--- config.mk ---
export PLATFORM = sky130hd
export DESIGN_NAME = cavlc_bitstream_ctrl
export DESIGN_NICKNAME = d
export VERILOG_FILES = /design/src/rtl/cavlc_bitstream_ctrl.sv
export SDC_FILE = /design/constraint.sdc
export NUM_CORES = 1
export LEC_CHECK = 0
export CELL_PAD_IN_SITES_DETAIL_PLACEMENT = 1
export CELL_PAD_IN_SITES_GLOBAL_PLACEMENT = 2
export CORE_MARGIN = 10
export CORE_UTILIZATION = 30
export DETAILED_ROUTE_END_ITERATION = 10
export PLACE_DENSITY = 0.78
export SETUP_SLACK_MARGIN = 0.1
export SYNTH_ARGS = -nofsm -noshare
export SYNTH_HDL_FRONTEND = slang
export SYNTH_SLANG_ARGS = --single-unit
--- constraint.sdc ---
create_clock -name Clk -period 4.8 [get_ports Clk]
set_input_delay 0.72 -clock Clk [delete_from_list [all_inputs] [get_ports Clk]]
set_output_delay 0.72 -clock Clk [all_outputs]
set_load 0.1 [all_outputs]
--- src/rtl/cavlc_bitstream_ctrl.sv ---
`default_nettype none
// ============================================================================
// Module   : cavlc_bitstream_ctrl
// Purpose  : Bitstream window controller feeding the CAVLC syntax decoders.
//            Buffers 32-bit MSB-first slice-data words, presents a 16-bit
//            look-ahead window and consumes bits on decoder request, with
//            byte alignment and flush support at slice boundaries.
// Ports    : Clk, nReset (synchronous, active low)
//            WordIn/WordValid/WordReady     - input word handshake
//            BitstreamShifted/WindowValid   - look-ahead window (bit 15 next)
//            ShiftReq/NumShift/ShiftAck     - bit consumption handshake
//            AlignReq/AlignBusy             - skip to next byte boundary
//            FlushReq                       - drop all buffered bits
//            Fill                           - buffered bit count 0..64
//            ShiftErr                       - sticky, NumShift > 16 seen
//            ConsumedBits (CAVLC_BITCOUNT_EN only) - bits removed since
//                                             reset or flush, wraps at 2^32
// Options  : `define CAVLC_BITCOUNT_EN adds the ConsumedBits counter/port.
// Revision : 1.0 - initial release
// ============================================================================
module cavlc_bitstream_ctrl #(
    parameter int BUF_W  = 64,
    parameter int WORD_W = 32,
    parameter int WIN_W  = 16
) (
    input  logic              Clk,
    input  logic              nReset,
    input  logic [WORD_W-1:0] WordIn,
    input  logic              WordValid,
    output logic              WordReady,
    output logic [WIN_W-1:0]  BitstreamShifted,
    output logic              WindowValid,
    input  logic              ShiftReq,
    input  logic [4:0]        NumShift,
    output logic              ShiftAck,
    input  logic              AlignReq,
    output logic              AlignBusy,
    input  logic              FlushReq,
    output logic [6:0]        Fill,
    output logic              ShiftErr
`ifdef CAVLC_BITCOUNT_EN
   ,output logic [31:0]       ConsumedBits
`endif
);

    localparam logic [6:0] c_WIN_BITS     = 7'(WIN_W);
    localparam logic [6:0] c_WORD_BITS    = 7'(WORD_W);
    localparam logic [6:0] c_ACCEPT_LIMIT = 7'(BUF_W - WORD_W);
    localparam logic [4:0] c_MAX_SHIFT    = 5'(WIN_W);

    localparam logic [0:0] c_ST_RUN   = 1'b0;
    localparam logic [0:0] c_ST_ALIGN = 1'b1;

    // r_buf[BUF_W-1] is the next bit; everything below r_fill is kept zero so
    // a new word can simply be OR-ed in at the fill point.
    logic [BUF_W-1:0] r_buf;
    logic [6:0]       r_fill;
    logic [2:0]       r_consPh;
    logic [0:0]       r_state;
    logic             r_shiftErr;

    logic             w_windowValid;
    logic             w_wordReady;
    logic             w_shiftAck;
    logic [4:0]       w_shiftAmt;
    logic [2:0]       w_alignD;
    logic             w_alignDone;
    logic [4:0]       w_drop;
    logic [6:0]       w_fillAfter;
    logic             w_accept;
    logic [BUF_W-1:0] w_bufAfter;
    logic [BUF_W-1:0] w_wordPlaced;

    assign w_windowValid = (r_fill >= c_WIN_BITS);
    assign w_wordReady   = (r_fill <= c_ACCEPT_LIMIT) && !FlushReq;
    // Shifts are blocked while an alignment is pending.
    assign w_shiftAck    = ShiftReq && w_windowValid && !FlushReq && (r_state == c_ST_RUN);
    assign w_shiftAmt    = (NumShift > c_MAX_SHIFT) ? c_MAX_SHIFT : NumShift;
    // Bits left to the next byte boundary: (8 - ConsPh) mod 8.
    assign w_alignD      = 3'd0 - r_consPh;
    assign w_alignDone   = (r_state == c_ST_ALIGN) && (r_fill >= {4'd0, w_alignD});

    // A shift and an align discard are mutually exclusive, so one remover
    // path serves both.
    assign w_drop        = w_shiftAck  ? w_shiftAmt :
                           w_alignDone ? {2'd0, w_alignD} : 5'd0;
    assign w_fillAfter   = r_fill - {2'd0, w_drop};
    assign w_accept      = WordValid && w_wordReady;
    assign w_bufAfter    = r_buf << w_drop;
    // The word lands right after the bits that survive this cycle's removal.
    assign w_wordPlaced  = {WordIn, {(BUF_W-WORD_W){1'b0}}} >> w_fillAfter;

    always_ff @(posedge Clk) begin
        if (!nReset) begin
            r_buf      <= '0;
            r_fill     <= 7'd0;
            r_consPh   <= 3'd0;
            r_state    <= c_ST_RUN;
            r_shiftErr <= 1'b0;
        end else if (FlushReq) begin
            // ShiftErr survives a flush; only reset clears it.
            r_buf    <= '0;
            r_fill   <= 7'd0;
            r_consPh <= 3'd0;
            r_state  <= c_ST_RUN;
        end else begin
            r_buf  <= w_accept ? (w_bufAfter | w_wordPlaced) : w_bufAfter;
            r_fill <= w_accept ? (w_fillAfter + c_WORD_BITS) : w_fillAfter;

            if (w_shiftAck) begin
                r_consPh <= r_consPh + w_shiftAmt[2:0];
                if (NumShift > c_MAX_SHIFT) begin
                    r_shiftErr <= 1'b1;
                end
            end else if (w_alignDone) begin
                r_consPh <= 3'd0;
            end

            case (r_state)
                c_ST_RUN: begin
                    // A same-cycle shift wins; the requester keeps AlignReq up.
                    if (AlignReq && !w_shiftAck) begin
                        r_state <= c_ST_ALIGN;
                    end
                end
                c_ST_ALIGN: begin
                    if (w_alignDone) begin
                        r_state <= c_ST_RUN;
                    end
                end
                default: r_state <= c_ST_RUN;
            endcase
        end
    end

`ifdef CAVLC_BITCOUNT_EN
    logic [31:0] r_consumed;

    always_ff @(posedge Clk) begin
        if (!nReset || FlushReq) begin
            r_consumed <= 32'd0;
        end else begin
            r_consumed <= r_consumed + {27'd0, w_drop};
        end
    end

    assign ConsumedBits = r_consumed;
`endif

    assign WordReady        = w_wordReady;
    assign BitstreamShifted = r_buf[BUF_W-1 -: WIN_W];
    assign WindowValid      = w_windowValid;
    assign ShiftAck         = w_shiftAck;
    assign AlignBusy        = (r_state == c_ST_ALIGN);
    assign Fill             = r_fill;
    assign ShiftErr         = r_shiftErr;

endmodule
`default_nettype wire

==> results of run 1 <==
-- worst min path at each step --
stage	from	endpoint	slack, ps	cells after the start
finish	ShiftErr	ShiftErr	470	1
global route	ShiftErr	ShiftErr	500	1
CTS	ShiftErr	ShiftErr	480	1
detailed placement	ShiftErr	ShiftErr	460	1
global placement	ShiftErr	ShiftErr	450	1
floorplan	r_consPh[2]	r_consPh[2]	460	1
-- power breakdown --
| group | switching, mW | total [mW] | internal (mW) |
|---|---|---|---|
| Combinational | 1.06 | 1.64 | 0.576 |
| Sequential | 0.0499 | 0.736 | 0.686 |
| Clock | 0.303 | 0.672 | 0.369 |
| Total | 1.42 | 3.05 | 1.63 |
-- kinds of logic (layout without fill, tap and decap cells) --
group / Yosys count / in the layout / synth area share
AO/OA/AOI/OAI: 311 / 311 / 0.2817
XOR/XNOR: 10 / 10 / 0.01066
AND/OR/NAND/NOR: 233 / 233 / 0.1271
multiplexers: 210 / 210 / 0.2963
flip-flops: 76 / 76 / 0.1851
buffers and inverters: 117 / 169 / 0.07750
adder cells (fa/ha/maj): 13 / 13 / 0.02162
-- cells in the mapped netlist (21+ instances only) --
master    instances
mux2i_1         158
nand2_1         100
dfxtp_1          76
nor2_1           63
a22oi_1          61
a21oi_1          54
clkbuf_1         42
o21ai_0          34
mux2_2           26
o22ai_1          26
buf_2            23
mux4_2           23
buf_4            22
a22o_1           21
-- flip-flops by register name (all words and copies together), names as in the netlist --
signal and cells:
AlignBusy 1, Fill 7, ShiftErr 1, r_buf 64, r_consPh 3
-- stage by stage --
step,instance area [um^2],util
floorplan,8222,-
global placement,9355,0.3471
detailed placement,9355,0.3471
CTS,9648,0.3580
global route,9761,0.3622
finish,9761,0.3622
-- critical path, delay by kind of cell (launching register included) --
kind	cells	cell delay [ps]
adder cells (fa/ha/maj)	4	1280
multiplexers	3	740
AO/OA/AOI/OAI	6	1230
XOR/XNOR	1	180
AND/OR/NAND/NOR	1	110
buffers and inverters	5	510
flip-flops	1	360
-- routing by layer --
metal / track usage / wire length [um] / vias to the layer above
li1: - / - / 3798
met1: 0.2711 / 16100 / 4253
met2: 0.3242 / 16440 / 341
met3: 0.03003 / 2083 / 81
met4: 0.07770 / 1285 / 0
met5: 0 / 0 / -
-- timing repair --
item | 4_1_cts | 5_1_grt
gates cloned | 0 | 1
resized for setup | 5 | 15
pin swaps | 0 | 5
buffers inserted | 0 | 3
endpoints found under the setup margin | 3 | 42
-- final cells by class --
class / count / area [um^2]
Fill cell: 3123 / 17190
Clock buffer: 12 / 246.5
Multi-Input combinational cell: 777 / 6196
Tap cell: 341 / 426.7
Timing Repair Buffer: 136 / 1261
Clock inverter: 4 / 33.78
Inverter: 17 / 70.07
Sequential cell: 76 / 1526
==> summary.md, run 1 <==
| Metric | Value |
|---|---|
| Synth cell types | 74 |
| DRT iter0 DRCs | 803 |
| Lkg Pwr | 3.686 nW |
| Worst-margin pin slew | between 1000 and 1500 ps |
| VDD IR max | 149.5 uV |
| Height of the die | 185.5 um |
| Starting Density | 0.3049 |
| Syn-to-layout area delta | 18.77% |
| Ranking of synthesized cells by area | mux2i_1 (19%), dfxtp_1 (19%), mux4_2 (6.3%) |
| Antenna-violating nets left | 0 |
| Drt first pass iters | 8 |
| Routed WL | approximately 36000 um |
| Total Die Area | 34410 um^2 |
| Largest net degree at the start of global routing | 47 |
| Pwr Density | between 300 and 400 nW/um^2 |
| CP Max Fanout | 15 |
| # setup viols final | 0 |
| PortBufs | 70 |
| GR Util All Layers | 0.2036 |
| Final #Nets | roughly 1.1k |
| CP Class | reg -> reg |
| CP startpoint | r_consPh[1] |
| CTS Buf Count | 9 |
| Syn Nets | around 1k |
| RSZ-0062 raised after global routing | false |
| CTS HTree Levels | 3 |
| Total clock sinks | 76 |
| Slew margin rel. | 0.2840 |
| Post-DP HPWL | between 20000 and 30000 um |
| Worst r2r dst | r_buf[32] |
| WL/cell | 26.35 um |
| Fraction of layout cells with a size suffix above 1 | 0.1898 |
| EDFF count, synth | 0 |
| Worst Hold Class | reg -> reg |
| Vias | 8473 |
| Max-slew violation count | 0 |
| Synth top area share | 0.1924 |
| Max-cap violation count | 0 |
| Cts hold-fix bufs | 0 |
| I/O pin count | 71 |
| Most common cell after layout, fill and taps aside | mux2i_1 |
| Setup TNS | 0 ps |
| Final Wtd Congestion | 0.9775 |
| Dpl cells | 1343 |
| WP data required | 5020 ps |
| Fin crit period | 4555 ps |
| Chip Width | 185.5 um |
| Crit-path slowest cell | fa_2 |
| Fin. Hold Viols | 0 |
| Hold_ws | about 470 ps |
| Synth Register Bits | 76 |
| Clock latency on the worst-skew pair | 350 ps |
| Worst path arrival time | around 4800 ps |
| R2R Setup Slk | 240 ps |
| # DRC | 0 |
| F_max | 0.2195 GHz |
| Initial antenna violation count | 0 |
| R2R cell count | 20 |
| # diodes | 0 |
| Clk_skew | 8.771 ps |
| Tcrit/Tclk final | 0.9490 |
| Core ar. | 26950 um^2 |
| Post-Syn Area | approximately 8200 um^2 |
| Root Buffer | clkbuf_16 |
| Mapped Cells | 970 |
| Crit path to | r_buf[32] |
| Clk pin slew, worst setup/hold paths | around 70 ps |
| Total global routing overflow | 0 |
| Vias per cell | 6.216 |
| Final Worst Setup Slack | roughly 240 ps |
| # rows | 60 |
| Pre-CTS setup slack | -13.76 ps |
| Main synth FF type | dfxtp_1 |
| Vias in the first global route | approximately 8.5k |
| Run status | finished, final reports clean |
| Most frequent cells in the layout | mux2i_1 (153), nand2_1 (100), dfxtp_1 (72), clkdlybuf4s50_1 (69) |
| Nature of the critical path endpoint | register |
| Setup crit start kind | register |
| First-pass GRT wire length | 54060 um |
| Reg2Reg Launch Point | r_consPh[1] |
| CP cell instances | inv_1, ha_1, xnor2_2, inv_1, ha_1, o21ai_1, o211a_1, o21a_2, inv_6, ha_2, fa_2, buf_12, buf_4, mux4_2, mux2i_1, nand2_1, o21ai_1, mux2i_1, a22oi_1, a21oi_1 |
| Clk buf depth | 2 |
| Post-synthesis sequential area ratio | 0.1851 |
| Fin cells | around 1.4k |
| Pwr Total | 3.046 mW |
| Dominant cell type by area after synthesis | mux2i_1 |
| CTS tree | built |
| Critical Path Max Stage Delay | between 600 and 700 ps |
| Yosys warning total | 0 |
| Asr flop ratio synth | 0 |
| Syn Area/Cell | approximately 8.5 um^2 |
Power figures use the tool's default switching activity.
==> run 2, diff against run 1 <==
CTS_BUF_LIST = sky130_fd_sc_hd__clkbuf_2   (was not set)
SKIP_CTS_REPAIR_TIMING = 1   (was not set)
==> summary.md, run 2 (synthesis gave the netlist of run 1 again) <==
| Metric | Value |
|---|---|
| # rows | 60 (unchanged) |
| Total clock sinks | 76 (unchanged) |
| WL/cell | 26.19 um (-0.62%) |
| Clock power frac | 0.127 (-0.094) |
| Root Buffer | clkbuf_2 |
| Fin crit period | 4539 ps (-16.56 ps) |
| Clk buf depth | 2 (unchanged) |
| Slew margin rel. | 0.2916 (+0.007660) |
| P_sw | 1.386 mW (-2.1%) |
| Pint | 1.339 mW (-18%) |
| CP Max Fanout | 29 (+14) |
| WP data required | 5280 ps (+260 ps) |
| Largest net degree at the start of global routing | 47 (unchanged) |
| Max-slew violation count | 0 (unchanged) |
| CTS Buf Count | 9 (unchanged) |
| Worst Hold Class | reg -> reg |
| Run status | finished, final reports clean |
| PortBufs | 70 (unchanged) |
| Clk_skew | 46.43 ps (+37.66 ps) |
| Largest register by flop count | r_buf |
| Chip Width | 185.5 um (unchanged) |
| Worst path arrival time | 5020 ps (+250 ps) |
| F_max | 0.2203 GHz (+0.36%) |
| Fin util | 0.3551 (-0.007056) |
| RSZ-0062 raised after global routing | true |
| DRT iter0 DRCs | 845 (+5.2%) |
| Tcrit/Tclk final | 0.9456 (-0.003450) |
| Max reg flops | 64 (unchanged) |
| Most frequent cells in the layout | mux2i_1 (152), nand2_1 (100), dfxtp_1 (72), clkdlybuf4s50_1 (69), nor2_1 (62) |
| Switching fraction of total power | 0.5087 (+0.04402) |
| # setup viols final | 0 (unchanged) |
| CTS tree | built |
| Setup crit start kind | register |
| Most common cell after layout, fill and taps aside | mux2i_1 |
| Vias per cell | 6.247 (+0.50%) |
| Post-DP HPWL | 27970 um (unchanged) |
| Vias in the first global route | 8522 (-0.32%) |
| Worst-margin pin slew | 1061 ps (-11.48 ps) |
| Total Die Area | 34410 um^2 (unchanged) |
| GR Util All Layers | 0.2038 (+0.0002055) |
| Fraction of layout cells with a size suffix above 1 | 0.1922 (+0.002333) |
| Sequential power share | 0.271 (+0.030) |
| Final instance area | 9570 um^2 (-1.9%) |
| Core ar. | 26950 um^2 (unchanged) |
| Final Wtd Congestion | 0.9775 (unchanged) |
| CP Class | reg -> reg |
| Total global routing overflow | 0 (unchanged) |
| I/O pin count | 71 (unchanged) |
| Routed WL | 35670 um (-0.70%) |
| Max-cap violation count | 0 (unchanged) |
| Height of the die | 185.5 um (unchanged) |
| Lkg Pwr | 3.597 nW (-2.4%) |
| Initial antenna violation count | 1 (+1) |
| Nature of the critical path endpoint | register |
| First-pass GRT wire length | 54100 um (about the same) |
| Combinational fraction of design power | 0.603 (+0.065) |
| Antenna-violating nets left | 0 (unchanged) |
| Clk pin slew, worst setup/hold paths | 270 ps (+200 ps) |
| Drt first pass iters | 5 (-3) |
| Final #Nets | 1071 (-0.19%) |
| VDD IR max | 87.47 uV (-42%) |
| Vias | 8509 (+0.42%) |
| Fin. Hold Viols | 0 (unchanged) |
| CTS HTree Levels | 3 (unchanged) |
| Syn-to-layout area delta | 16.46% |
| Starting Density | 0.3049 (unchanged) |
| # DRC | 0 (unchanged) |
| Area after DPL | 9355 um^2 (unchanged) |
| Pwr Density | 284.7 nW/um^2 (-8.8%) |
| Clock latency on the worst-skew pair | 620 ps (+270 ps) |
[run 2: final timing paths]
check	to	slack (ps)	cells past startpoint	startpoint
worst max-delay path	r_buf[6]	260	20	r_consPh[1]
worst min-delay path	ShiftErr	510	1	ShiftErr
worst max register to register	r_buf[6]	260	20	r_consPh[1]
worst min register to register	ShiftErr	510	1	ShiftErr
[run 2: worst max-delay path: stages, from the launching register on]
cell and delay (ps):
dfxtp_2 410, inv_1 40, ha_1 200, xnor2_2 180, inv_1 70, ha_1 270, o21ai_1 100, o211a_1 170
o21a_2 190, inv_6 40, ha_2 190, fa_2 580, buf_12 200, buf_4 200, mux4_2 340, mux2i_1 320
a21oi_1 140, buf_4 180, mux2_2 290, a32oi_1 160, a21oi_1 110
[run 2: cell type report]
cell class | count | area, um^2
Fill cell | 3135 | 17380
Multi-Input combinational cell | 777 | 6223
Sequential cell | 76 | 1526
Timing Repair Buffer | 134 | 1229
Tap cell | 341 | 426.7
Inverter | 17 | 70.07
Clock buffer | 11 | 55.05
Clock inverter | 5 | 37.54
Antenna cell | 1 | 2.502
[run 2: power groups by stage]
| stage | Combinational [mW] | Sequential (mW) | Clock [mW] |
|---|---|---|---|
| after floorplan | 1.00 | 0.763 | 0 |
| after global placement | 1.56 | 0.746 | 0 |
| after detailed placement | 1.57 | 0.749 | 0 |
| after CTS | 1.57 | 0.736 | 0.348 |
| after global routing | 1.72 | 0.744 | 0.374 |
| final | 1.64 | 0.737 | 0.346 |
[run 2: per-stage QoR]
step | hold WS (ps) | total power, mW | cells | setup TNS, ps | setup WS, ps
global route | 543.0 | 2.837 | 1362 | 0 | 64.52
detailed placement | 459.9 | 2.316 | 1343 | -13.76 | -13.76
finish | 513.7 | 2.724 | 1362 | 0 | 261.3
CTS | 514.0 | 2.657 | 1359 | -138.3 | -70.06
global placement | 452.5 | 2.309 | 1343 | -33.72 | -33.72
floorplan | 458.6 | 1.763 | 970 | 0 | 110.2
[run 2: per-layer routing]
layer / up-vias / GRT usage / wire (um)
met5: - / 0 / 0
met4: 0 / 0.08192 / 1262
met3: 82 / 0.03256 / 2152
met2: 379 / 0.3210 / 16270
met1: 4246 / 0.2712 / 15980
li1: 3802 / - / -
==> run 3, diff against run 2 <==
CORE_UTILIZATION = 37   (was 30)
PLACE_DENSITY = 0.92   (was 0.78)
==> summary.md, run 3 (synthesis gave the netlist of run 1 again) <==
| Metric | Value |
|---|---|
| Run status | finished, final reports clean |
| Lkg Pwr | 3.591 nW (-0.16%) |
| # DRC | 0 (unchanged) |
| Final instance area | 9452 um^2 (-1.2%) |
| Clock power frac | 0.140 (+0.013) |
| Tcrit/Tclk final | 0.9473 (+0.001723) |
| Post-DP HPWL | 26460 um (-5.4%) |
| Height of the die | 169.0 um (-8.9%) |
| Most common cell after layout, fill and taps aside | mux2i_1 |
| Root Buffer | clkbuf_2 |
| PortBufs | 70 (unchanged) |
| Total global routing overflow | 0 (unchanged) |
| Nature of the critical path endpoint | register |
| Fraction of layout cells with a size suffix above 1 | 0.1872 (-0.004965) |
| Max-cap violation count | 0 (unchanged) |
| Final Wtd Congestion | 1.054 (+7.9%) |
| Worst path arrival time | 5050 ps (+30 ps) |
| Total Die Area | 28570 um^2 (-17%) |
| Fin. Hold Viols | 0 (unchanged) |
| I/O pin count | 71 (unchanged) |
| Largest register by flop count | r_buf |
| Worst Hold Class | reg -> reg |
| P_sw | 1.344 mW (-3.0%) |
| Max reg flops | 64 (unchanged) |
| Area after DPL | 9221 um^2 (-1.4%) |
| Antenna-violating nets left | 0 (unchanged) |
| Routed WL | 33670 um (-5.6%) |
| VDD IR max | 101.3 uV (+16%) |
| Vias per cell | 6.584 (+5.4%) |
| Most frequent cells in the layout | mux2i_1 (153), nand2_1 (100), dfxtp_1 (72), clkdlybuf4s50_1 (69), nor2_1 (61) |
| Combinational fraction of design power | 0.590 (-0.013) |
| CTS tree | built |
| # setup viols final | 0 (unchanged) |
| Critical Path Max Stage Delay | 650 ps (+70 ps) |
| Slew margin rel. | 0.2735 (-0.01815) |
| First-pass GRT wire length | 51760 um (-4.3%) |
| Vias in the first global route | 8546 (+0.28%) |
| CP Class | reg -> reg |
| Fill cell count | 2547 (-19%) |
| F_max | 0.2199 GHz (-0.18%) |
| CP Max Fanout | 20 (-31%) |
| Clk buf depth | 2 (unchanged) |
| Fin crit period | 4547 ps (+8.269 ps) |
| Chip Width | 169.0 um (-8.9%) |
| Largest net degree at the start of global routing | 49 (+4.3%) |
| WL/cell | 25.98 um (-0.79%) |
| # rows | 54 (-10%) |
| GR Util All Layers | 0.2263 (+0.02250) |
| Switching fraction of total power | 0.4933 (-0.01535) |
| Pwr Density | 288.2 nW/um^2 (+1.2%) |
| Core ar. | 21820 um^2 (-19%) |
| CTS Buf Count | 9 (unchanged) |
| RSZ-0062 raised after global routing | false |
| Clk_skew | 65.84 ps (+19.41 ps) |
| CP cell instances | inv_1, ha_1, inv_1, ha_1, nor3b_1, o211a_1, o21a_1, inv_6, ha_2, fa_2, buf_12, mux2i_1, mux2_2, o21ai_0, mux2i_1, o22ai_1, a22o_1, a21oi_1, o22ai_1 |
| Total clock sinks | 76 (unchanged) |
| Setup TNS | 0 ps (unchanged) |
| Pint | 1.380 mW (+3.1%) |
| Vias | 8533 (+0.28%) |
| Clock latency on the worst-skew pair | 650 ps (+30 ps) |
| Clk pin slew, worst setup/hold paths | 280 ps (about the same) |
| Syn-to-layout area delta | 15.01% |
| Sequential power share | 0.270 (about the same) |
| Final #Nets | 1066 (-0.47%) |
| Max-slew violation count | 0 (unchanged) |
| DRT iter0 DRCs | 1059 (+25%) |
| CTS HTree Levels | 3 (unchanged) |
| WP data required | 5300 ps (+20 ps) |
| Setup crit start kind | register |
| Initial antenna violation count | 1 (unchanged) |
| Starting Density | 0.3766 (+0.07164) |
| Crit-path slowest cell | fa_2 |
| Drt first pass iters | 5 (unchanged) |
| Worst-margin pin slew | 1089 ps (+27.19 ps) |
## run 3: cell count changes in the layout (fill, tap and decap cells not counted), sizes merged
cell | previous run | this run
clkinv | 5 | 6
clkbuf | 11 | 12
bufinv | 0 | 1
buf | 65 | 59
inv | 16 | 15
clkinvlp | 1 | 0
## run 3: power groups by stage
stage / Combinational, mW / Clock, mW / Sequential [mW]
CTS: 1.53 / 0.377 / 0.734
global placement: 1.50 / 0 / 0.745
global route: 1.69 / 0.404 / 0.742
finish: 1.61 / 0.382 / 0.736
detailed placement: 1.52 / 0 / 0.748
floorplan: 1.00 / 0 / 0.763
## run 3: critical path, delay by kind of cell (launching register included)
family,cells,cell delay [ps]
multiplexers,3,820
buffers and inverters,4,350
flip-flops,1,410
AO/OA/AOI/OAI,7,1200
adder cells (fa/ha/maj),4,1340
AND/OR/NAND/NOR,1,260
## run 3: final cells by class
class,instances,area (um^2),area share
Inverter,17,70.07,0.007413
Timing Repair Buffer,129,1196,0.1266
Antenna cell,1,2.502,0.0002648
Sequential cell,76,1529,0.1618
Multi-Input combinational cell,777,6196,0.6555
Clock buffer,11,55.05,0.005825
Tap cell,280,350.3,0.03707
Clock inverter,5,52.55,0.005560
## run 3: path summary, 6_finish.rpt
path / from / end / slack [ps] / cells after the start
max: r_consPh[0] / r_buf[17] / 250 / 19
max reg2reg: r_consPh[0] / r_buf[17] / 250 / 19
min reg2reg: ShiftErr / ShiftErr / 520 / 1
min: ShiftErr / ShiftErr / 520 / 1
## run 3: through the flow
step                      worst slack [ps]  hold WS [ps]  utilization  power, mW  std cells
final                                253.0         522.6       0.4331      2.724       1296
after global routing                 89.83         551.9       0.4331      2.832       1296
after CTS                            157.0         527.3       0.4275      2.636       1292
after detailed placement             195.4         474.6       0.4225      2.267       1276
after global placement               315.6         447.4       0.4225      2.242       1276
after floorplan                      110.2         458.6            -      1.763        970
## run 3: per-layer routing
metal / up-vias / part of all wire / track usage
li1: 3798 / - / -
met1: 4222 / 0.43 / 0.2990
met2: 432 / 0.47 / 0.3673
met3: 81 / 0.068 / 0.03057
met4: 0 / 0.034 / 0.08368
met5: - / 0 / 0
